## config.mk

```make
export PLATFORM = sky130hd
export DESIGN_NAME = pc_fetch_sequencer
export DESIGN_NICKNAME = d
export VERILOG_FILES = /design/src/rtl/pc_fetch_sequencer.sv
export SDC_FILE = /design/constraint.sdc
export NUM_CORES = 1
export LEC_CHECK = 0
export BUFFER_PORTS_ARGS = -buffer_cell sky130_fd_sc_hd__buf_2
export CAP_MARGIN = 10
export CORE_MARGIN = 2
export CORE_UTILIZATION = 50
export CTS_BUF_LIST = sky130_fd_sc_hd__clkbuf_16
export CTS_CLUSTER_SIZE = 12
export DETAILED_ROUTE_END_ITERATION = 10
export GPL_TIMING_DRIVEN = 0
export PLACE_DENSITY = 0.9
export SLEW_MARGIN = 5
export SYNTH_ARGS = -nofsm -noshare
export SYNTH_HDL_FRONTEND = slang
export SYNTH_SLANG_ARGS = --single-unit
```

## constraint.sdc

```tcl
create_clock -name clk -period 4.1 [get_ports clk]
set_input_delay 0.82 -clock clk [delete_from_list [all_inputs] [get_ports clk]]
set_output_delay 0.82 -clock clk [all_outputs]
set_load 0.005 [all_outputs]
```

## src/rtl/pc_fetch_sequencer.sv

```systemverilog
// pc_fetch_sequencer: owns the PC, fetches over a req/ack port and issues each
// instruction to decode under a valid/stall handshake, redirecting on branch/jump.
module pc_fetch_sequencer #(
    parameter logic [31:0] RESET_VECTOR = 32'h0000_0000,
    parameter int          CNT_W        = 16
) (
    input  logic             clk,
    input  logic             rst_n,
    input  logic             branch_taken,
    input  logic [15:0]      branch_offset,
    input  logic             jump,
    input  logic [25:0]      jump_index,
    input  logic             stall,
    input  logic             imem_ack,
    input  logic [31:0]      imem_rdata,
    output logic             imem_req,
    output logic [31:0]      imem_addr,
    output logic [31:0]      instr,
    output logic             instr_valid,
    output logic [31:0]      pc,
    output logic [31:0]      pc_plus4,
    output logic [CNT_W-1:0] taken_count
);
    localparam logic [1:0]  IDLE  = 2'd0;
    localparam logic [1:0]  REQ   = 2'd1;
    localparam logic [1:0]  ISSUE = 2'd2;
    localparam logic [31:0] RV    = RESET_VECTOR & ~32'h3;
    logic [1:0]  state;
    logic [31:0] br_target;
    logic [31:0] j_target;
    logic [31:0] next_pc;
    logic        advance;
    logic        redirect;
    assign pc_plus4    = pc + 32'd4;
    assign br_target   = pc_plus4 + {{14{branch_offset[15]}}, branch_offset, 2'b00};
    assign j_target    = {pc_plus4[31:28], jump_index, 2'b00};
    assign next_pc     = jump ? j_target : branch_taken ? br_target : pc_plus4;
    assign advance     = (state == ISSUE) && !stall;
    assign redirect    = advance && (jump || branch_taken);
    assign imem_req    = state == REQ;
    assign instr_valid = state == ISSUE;
    assign imem_addr   = pc;
    always_ff @(posedge clk or negedge rst_n) begin
        if (!rst_n) begin
            state <= IDLE;
            pc    <= RV;
            instr <= '0;
        end else if (state == IDLE) begin
            state <= REQ;
        end else if (state == REQ && imem_ack) begin
            instr <= imem_rdata;
            state <= ISSUE;
        end else if (advance) begin
            pc    <= next_pc;
            state <= REQ;
        end
    end
    // Saturating so long runs never alias back to a small count.
    always_ff @(posedge clk or negedge rst_n) begin
        if (!rst_n)
            taken_count <= '0;
        else if (redirect && !(&taken_count))
            taken_count <= taken_count + CNT_W'(1);
    end
endmodule

```

==> results of run 1 <==
registers in the layout, summed over array words and instances (netlist names):
signal       cells
imem_addr       30
taken_count     16
instr           32
state            2
layout make-up:
cell class	count	share of cell area
plain buffers	60	0.04690
clock buffers	9	0.02842
clock inverters	7	0.009948
inverters	12	0.005685
multi-input cells	526	0.4770
flip-flops and latches	80	0.2534
well taps	147	0.02321
repair buffers	232	0.1554
stage by stage:
step | setup WS (ns) | TNS [ns] | utilization | total power [mW]
5_1_grt | -0.03407 | -0.03407 | 0.6624 | 5.942
6_report | 0.1090 | 0 | 0.6624 | 5.568
4_1_cts | 0.008264 | 0 | 0.6514 | 5.424
3_3_place_gp | -0.1471 | -0.2665 | 0.6187 | 4.411
2_1_floorplan | 0.2309 | 0 | - | 3.395
3_5_place_dp | -0.2562 | -0.4547 | 0.6212 | 4.535
cell families (layout without fill, tap and decap cells):
| group | count (synthesis) | after routing | synth area share |
|---|---|---|---|
| fa+ha+maj | 39 | 39 | 0.08113 |
| other cells | 1 | 6 | 0.0006140 |
| compound gates | 170 | 170 | 0.1809 |
| simple gates | 199 | 199 | 0.1625 |
| xor+xnor | 70 | 70 | 0.1004 |
| buf+inv | 76 | 320 | 0.07089 |
| flops | 80 | 80 | 0.3278 |
| mux | 42 | 42 | 0.07581 |
what timing repair did:
action                                  in CTS  in global routing
pin swaps                                    2                  7
gates cloned                                 0                  0
setup buffers                                5                  8
endpoints found under the setup margin       3                  8
gates resized for setup                      8                 16
routing by layer:
layer	global-route usage	part of all wire	vias to the layer above
li1	-	-	2897
met1	0.3843	0.40	2962
met4	0.1203	0.039	0
met2	0.4777	0.47	437
met5	0	0	-
met3	0.05241	0.092	85
power by group through the flow:
stage / logic, mW / clock network [mW] / registers, mW
detailed placement: 3.06 / 0 / 1.48
global placement: 2.96 / 0 / 1.45
floorplan: 1.97 / 0 / 1.42
global route: 3.54 / 0.885 / 1.52
CTS: 3.11 / 0.846 / 1.46
finish: 3.24 / 0.843 / 1.48
placed cells by master (no fill, tap or decap), types with 8 or more instances in the layout:
cell type and instances:
xor2_1 15, xnor2_1 50, nand3_1 23, a21oi_1 43, mux2_2 34, nor3_1 14
dfrtp_1 75, o21ai_0 39, o21a_1 8, nand2_1 65, clkbuf_1 16, buf_2 217
nand4_1 18, clkbuf_16 9, buf_4 52, a21o_1 17, mux2i_1 8, ha_1 37
nor2_1 39, inv_1 11
worst min path at each step:
stage	start	cells after the start	end	slack, ns
2_1_floorplan	state[1]$_DFFE_PN0P_	2	state[1]$_DFFE_PN0P_	0.46
3_3_place_gp	taken_count[11]$_DFFE_PN0P_	1	taken_count[11]$_DFFE_PN0P_	0.47
3_5_place_dp	taken_count[9]$_DFFE_PN0P_	1	taken_count[9]$_DFFE_PN0P_	0.48
4_1_cts	rst_n	1	taken_count[11]$_DFFE_PN0P_	0.40
5_1_grt	rst_n	1	taken_count[10]$_DFFE_PN0P_	0.41
6_report	rst_n	1	taken_count[11]$_DFFE_PN0P_	0.39
worst register-to-register path, delay by kind of cell (launching register included):
family	cells	cell delay [ns]
AO/OA/AOI/OAI	7	1.49
AND/OR/NAND/NOR	5	1.18
XOR/XNOR	2	0.35
flip-flops	1	0.41
buffers and inverters	1	0.07
adder cells (fa/ha/maj)	1	0.37
==> impl_metrics.yaml, run 1 <==
detailed_routing:
  via_count: 6381
  drt-pass1-iter-count: 7
  routed_wl_mm: 19.92
  wire_per_inst_um: 18.56
  drtIter0Drc: 847
  viasPerCell: 5.947
  ant_nets: 0
  drc: 0
clock_tree:
  clkTransAtPathRegs_ns: 0.07
  cts_buffers: 9
  ctsRootBufferMaster: "clkbuf_16"
  cts_buffer_depth: 2
  cts-hold-fix-buffers: 0
  numClockSinks: 80
  htreeDepth: 3
  cts_tree: "yes"
  clk_latency_ns: 0.34
placement:
  dp_cells: 1048
  dp_hpwl_mm: 14.95
  placed_area_um2: 7431
  io_buffers: 218
  finalWeightedCongestion: 0.9992
power:
  p_leak_nw: 3.902
  p_int_mw: 3.173
  clockPowerShare: 0.151
  ir_worst_vdd_mv: 0.2842
  p_switching_mw: 2.396
  powerDensity_nw_per_um2: 702.7
  pwr-share-comb: 0.582
  p_sw_frac: 0.4302
  seq_power_share: 0.266
synth:
  synth_cells: 677
  synth_cell_types: 68
  synth_top_area_cell: "dfrtp_1"
  avgSynthCellArea_um2: 9.021
  yosys_warnings: 0
  synth.most_common_cell: "dfrtp_1"
  ys_seq_area_frac: 0.3278
  syn_area_um2: 6107
  synth_edf_count: 0
  synth.top_cell.area_share: 0.3278
  ys_top_cells_by_area: "dfrtp_1 (33%), xnor2_1 (7.9%), ha_1 (7.8%)"
  yosys_most_used_dff: "dfrtp_1"
  async_reset_ff_frac: 1.000
  ys_ff_latch: 80
  synth_commonest_cells: "dfrtp_1 (80), nand2_1 (65), xnor2_1 (55), a21oi_1 (44)"
sta:
  skew_ns: 0.01212
  drv_slew: 0
  setup_viol_count_final: 0
  hold_violations: 0
  whs_ns: 0.3925
  fin_crit_sh: 0.9734
  slew_headroom: 0.5313
  fin_crit_ns: 3.991
  fmax_mhz: 250.6
  tightest_slew_ns: 0.7031
setup_path:
  end_kind: "flip-flop"
  crit_type: "flip-flop to flip-flop"
  worstSetupEndpoint: "imem_addr[31]$_DFFE_PN0P_"
  r2r_slack_ns: 0.11
  crit_chain: "and4_4 > and4_4 > inv_1 > nor3_4 > nand4_1 > xnor2_2 > ha_2 > a21o_1 > a21o_1 > a21o_1 > a32o_1 > a211o_1 > o21ai_4 > xnor2_2 > and4_2 > a311o_1"
  cp-startpoint: "imem_addr[9]$_DFFE_PN0P_"
  cp.depth: 16
  max_stage_delay_ns: 0.41
  cp_data_required_time_ns: 4.31
  reg2regPathDepth: 16
  r2r-start: "imem_addr[9]$_DFFE_PN0P_"
  slowest_stage: "dfrtp_2"
  crit_path_frequent_cell: "a21o_1"
  worst-path-buf-inv: 1
  cp_max_fo: 9
  timing.rr.end: "imem_addr[31]$_DFFE_PN0P_"
  crit_arrival_ns: 4.20
  crit_family: "compound AO/OA/AOI/OAI gates"
  startpoint_type: "flip-flop"
cells_and_area:
  fin_area_um2: 7924
  area_delta_synth_final_pct: 29.75
  fillCellCount: 961
  final_layout_size_suffix_gt1_frac: 0.3823
  final_nets: 1040
  n_antenna_cell: 0
  multi_input_area_um2: 3780
  ff_latch_area_um2: 2008
  finalNonFillerCells: 1073
global_route:
  grt_pass1_wl_mm: 30.42
  grt_pass1_vias: 5995
  antenna_found_initial: 0
  grt_max_degree: 57
  gr-total-overflow: 0
  grt_usage: 0.2929
floorplanning:
  die_h_um: 114.5
  die_w_um: 114.5
  io_pins: 226
  placementRows: 40
  core_area_um2: 11960
  start_util: 0.5106
  fp.dieArea_um2: 13110
run:
  cap_viol_max_count: 0
hold_path:
  hold_path.class: "input pin to async pin"
status:
  status: "finished, final reports clean"
Note: power is estimated with default switching activity, not from simulation.
==> inputs of run 2 (changes only) <==
- CORE_UTILIZATION: 50 -> 46
- PLACE_DENSITY: 0.9 -> 0.87
- clock period: 4.1 -> 3.6 ns (I/O delays scaled with it)
==> run 2 against run 1 <==
The run now ends with negative setup slack left. Critical path depth is the same. Worst hold slack lost 0.11 ns. Sequential share of layout area shrank 1.4 points. Final area grew 6.0%. Via count grew 2.8%. Clock power grew 8.4%. Setup slack lost 0.28 ns. Sequential cell count is the same. First-iteration DRC count shrank 15%. Register-to-register slack lost 0.28 ns. Sequential power grew 15%. Clock skew shrank 0.0040 ns. Critical path type unchanged.
==> impl_metrics.yaml, run 2 (same netlist as run 1, synthesis figures left out) <==
cells_and_area:
  area_delta_synth_final_pct: 37.51
  fin_area_um2: 8398
  final_layout_size_suffix_gt1_frac: 0.4498
  n_antenna_cell: 0
  fillCellCount: 1020
  largest_reg_flops: 32
  final_nets: 1062
  regMostFlops: "instr"
  most-common-layout-cells: "buf_2 (217), buf_4 (78), dfrtp_1 (70), nand2_1 (62), xnor2_1 (39)"
  layout_commonest_cell: "buf_2"
  final_util: 0.6418
detailed_routing:
  drt-pass1-iter-count: 6
  routed_wl_mm: 21.55
  drtIter0Drc: 718
  wire_per_inst_um: 19.19
  via_count: 6557
  ant_nets: 0
  viasPerCell: 5.839
  drc: 0
global_route:
  globalRouteMet3Util: 0.04693
  grt_usage: 0.2829
  grtUsageMet2: 0.4605
  grt_pass1_vias: 6214
  grt_max_degree: 58
  gr-total-overflow: 0
  antenna_found_initial: 0
  grt_use_met1: 0.3650
  grt_pass1_wl_mm: 31.73
  busiest_layer: "met2"
status:
  violations: "negative setup slack"
  status: "complete, but fails checks"
setup_path:
  cp.depth: 16
  cp_data_required_time_ns: 3.83
  slowest_stage: "dfrtp_2"
  crit_path_frequent_cell: "a21o_1"
  timing.rr.end: "imem_addr[31]$_DFFE_PN0P_"
  r2r-start: "imem_addr[9]$_DFFE_PN0P_"
  crit_chain: "and4_4 > and4_4 > inv_4 > nor3_4 > nand4_1 > xnor2_2 > ha_4 > a21o_1 > a21o_1 > a21o_1 > a32o_1 > a211o_1 > o21ai_4 > xnor2_2 > a2111oi_1 > a311o_1"
  worstSetupEndpoint: "imem_addr[31]$_DFFE_PN0P_"
  end_kind: "flip-flop"
  startpoint_type: "flip-flop"
  cp_max_fo: 3
  reg2regPathDepth: 16
  cp-startpoint: "imem_addr[9]$_DFFE_PN0P_"
  crit_family: "compound AO/OA/AOI/OAI gates"
  worst-path-buf-inv: 1
  max_stage_delay_ns: 0.36
  crit_type: "flip-flop to flip-flop"
  crit_arrival_ns: 4.00
  r2r_slack_ns: -0.17
clock_tree:
  clkTransAtPathRegs_ns: 0.06
  clk_latency_ns: 0.35
  htreeDepth: 3
  ctsRootBufferMaster: "clkbuf_16"
  numClockSinks: 80
  cts_buffers: 9
  cts_buffer_depth: 2
  cts_tree: "yes"
sta:
  fin_crit_sh: 1.048
  fmax_mhz: 265.2
  setup_tns_ns: -0.2437
  skew_ns: 0.008135
  hold_violations: 0
  grt_setup_unrepaired: "true"
  fin_crit_ns: 3.771
  tightest_slew_ns: 0.7754
  drv_slew: 0
  setup_slack_ns: -0.1711
  setup_viol_count_final: 3
  slew_headroom: 0.4812
power:
  p_int_mw: 3.840
  clockPowerShare: 0.136
  ir_worst_vdd_mv: 0.3701
  p_sw_frac: 0.4282
  seq_power_share: 0.254
  p_switching_mw: 2.876
  p_leak_nw: 4.126
  finalPower_mw: 6.716
  pwr-share-comb: 0.610
  powerDensity_nw_per_um2: 799.7
placement:
  dp_slack_ns: -0.6466
  placed_area_um2: 7490
  finalWeightedCongestion: 0.9525
  dp_hpwl_mm: 15.24
  io_buffers: 218
floorplanning:
  io_pins: 226
  die_h_um: 119.2
  start_util: 0.4667
  die_w_um: 119.2
  core_area_um2: 13090
  placementRows: 42
  fp.dieArea_um2: 14210
hold_path:
  hold_path.class: "input pin to async pin"
run:
  cap_viol_max_count: 0
[run 2: final cells by class]
class	count	area, µm²	area share
sequential	80	2014	0.2399
clock inverter	6	60.06	0.007151
tap	176	220.2	0.02622
clock buffer	9	225.2	0.02682
multi-input combinational	526	4063	0.4838
timing repair buffer	257	1406	0.1675
inverter	12	47.55	0.005662
buffer	57	361.6	0.04306
[run 2: worst min-delay path by stage]
stage                     cells past startpoint                   startpoint  slack (ns)                           to
after global placement                        1  taken_count[11]$_DFFE_PN0P_        0.47  taken_count[11]$_DFFE_PN0P_
after global routing                          1                        rst_n        0.29   taken_count[8]$_DFFE_PN0P_
after floorplan                               0                        rst_n        0.42    imem_addr[10]$_DFFE_PN0P_
after CTS                                     1                        rst_n        0.28     imem_addr[2]$_DFFE_PN0P_
final                                         1                        rst_n        0.28  taken_count[10]$_DFFE_PN0P_
after detailed placement                      2         state[1]$_DFFE_PN0P_        0.48         state[1]$_DFFE_PN0P_
[run 2: power groups by stage]
| stage | Clock (mW) | Combinational (mW) | Sequential (mW) |
|---|---|---|---|
| detailed placement | 0 | 3.50 | 1.69 |
| global route | 0.956 | 4.42 | 1.75 |
| finish | 0.914 | 4.10 | 1.70 |
| global placement | 0 | 3.41 | 1.66 |
| floorplan | 0 | 2.26 | 1.62 |
| CTS | 0.914 | 3.71 | 1.66 |
[run 2: per-stage QoR]
step / hold WS [ns] / std cells
after floorplan: 0.4244 / 682
after global placement: 0.4744 / 1076
after detailed placement: 0.4795 / 1077
after CTS: 0.2824 / 1108
after global routing: 0.2940 / 1123
final: 0.2777 / 1123
[run 2: routing by layer]
layer | up-vias | part of all wire
met1 | 3104 | 0.38
met3 | 84 | 0.097
met4 | 0 | 0.045
met5 | - | 0
li1 | 2930 | -
met2 | 439 | 0.47
[run 2: worst reg2reg max path: cells and delay by family (launching register included)]
| family | cells | cell delay, ns |
|---|---|---|
| buf+inv | 1 | 0.04 |
| xor+xnor | 2 | 0.46 |
| fa+ha+maj | 1 | 0.25 |
| flops | 1 | 0.36 |
| simple gates | 4 | 0.96 |
| compound gates | 8 | 1.58 |
[run 2: what timing repair did]
action | in CTS | in global routing
endpoints found under the setup margin | 13 | 16
pin swaps | 6 | 30
hold buffers | 0 | 0
resized for setup | 23 | 58
setup buffers | 20 | 18
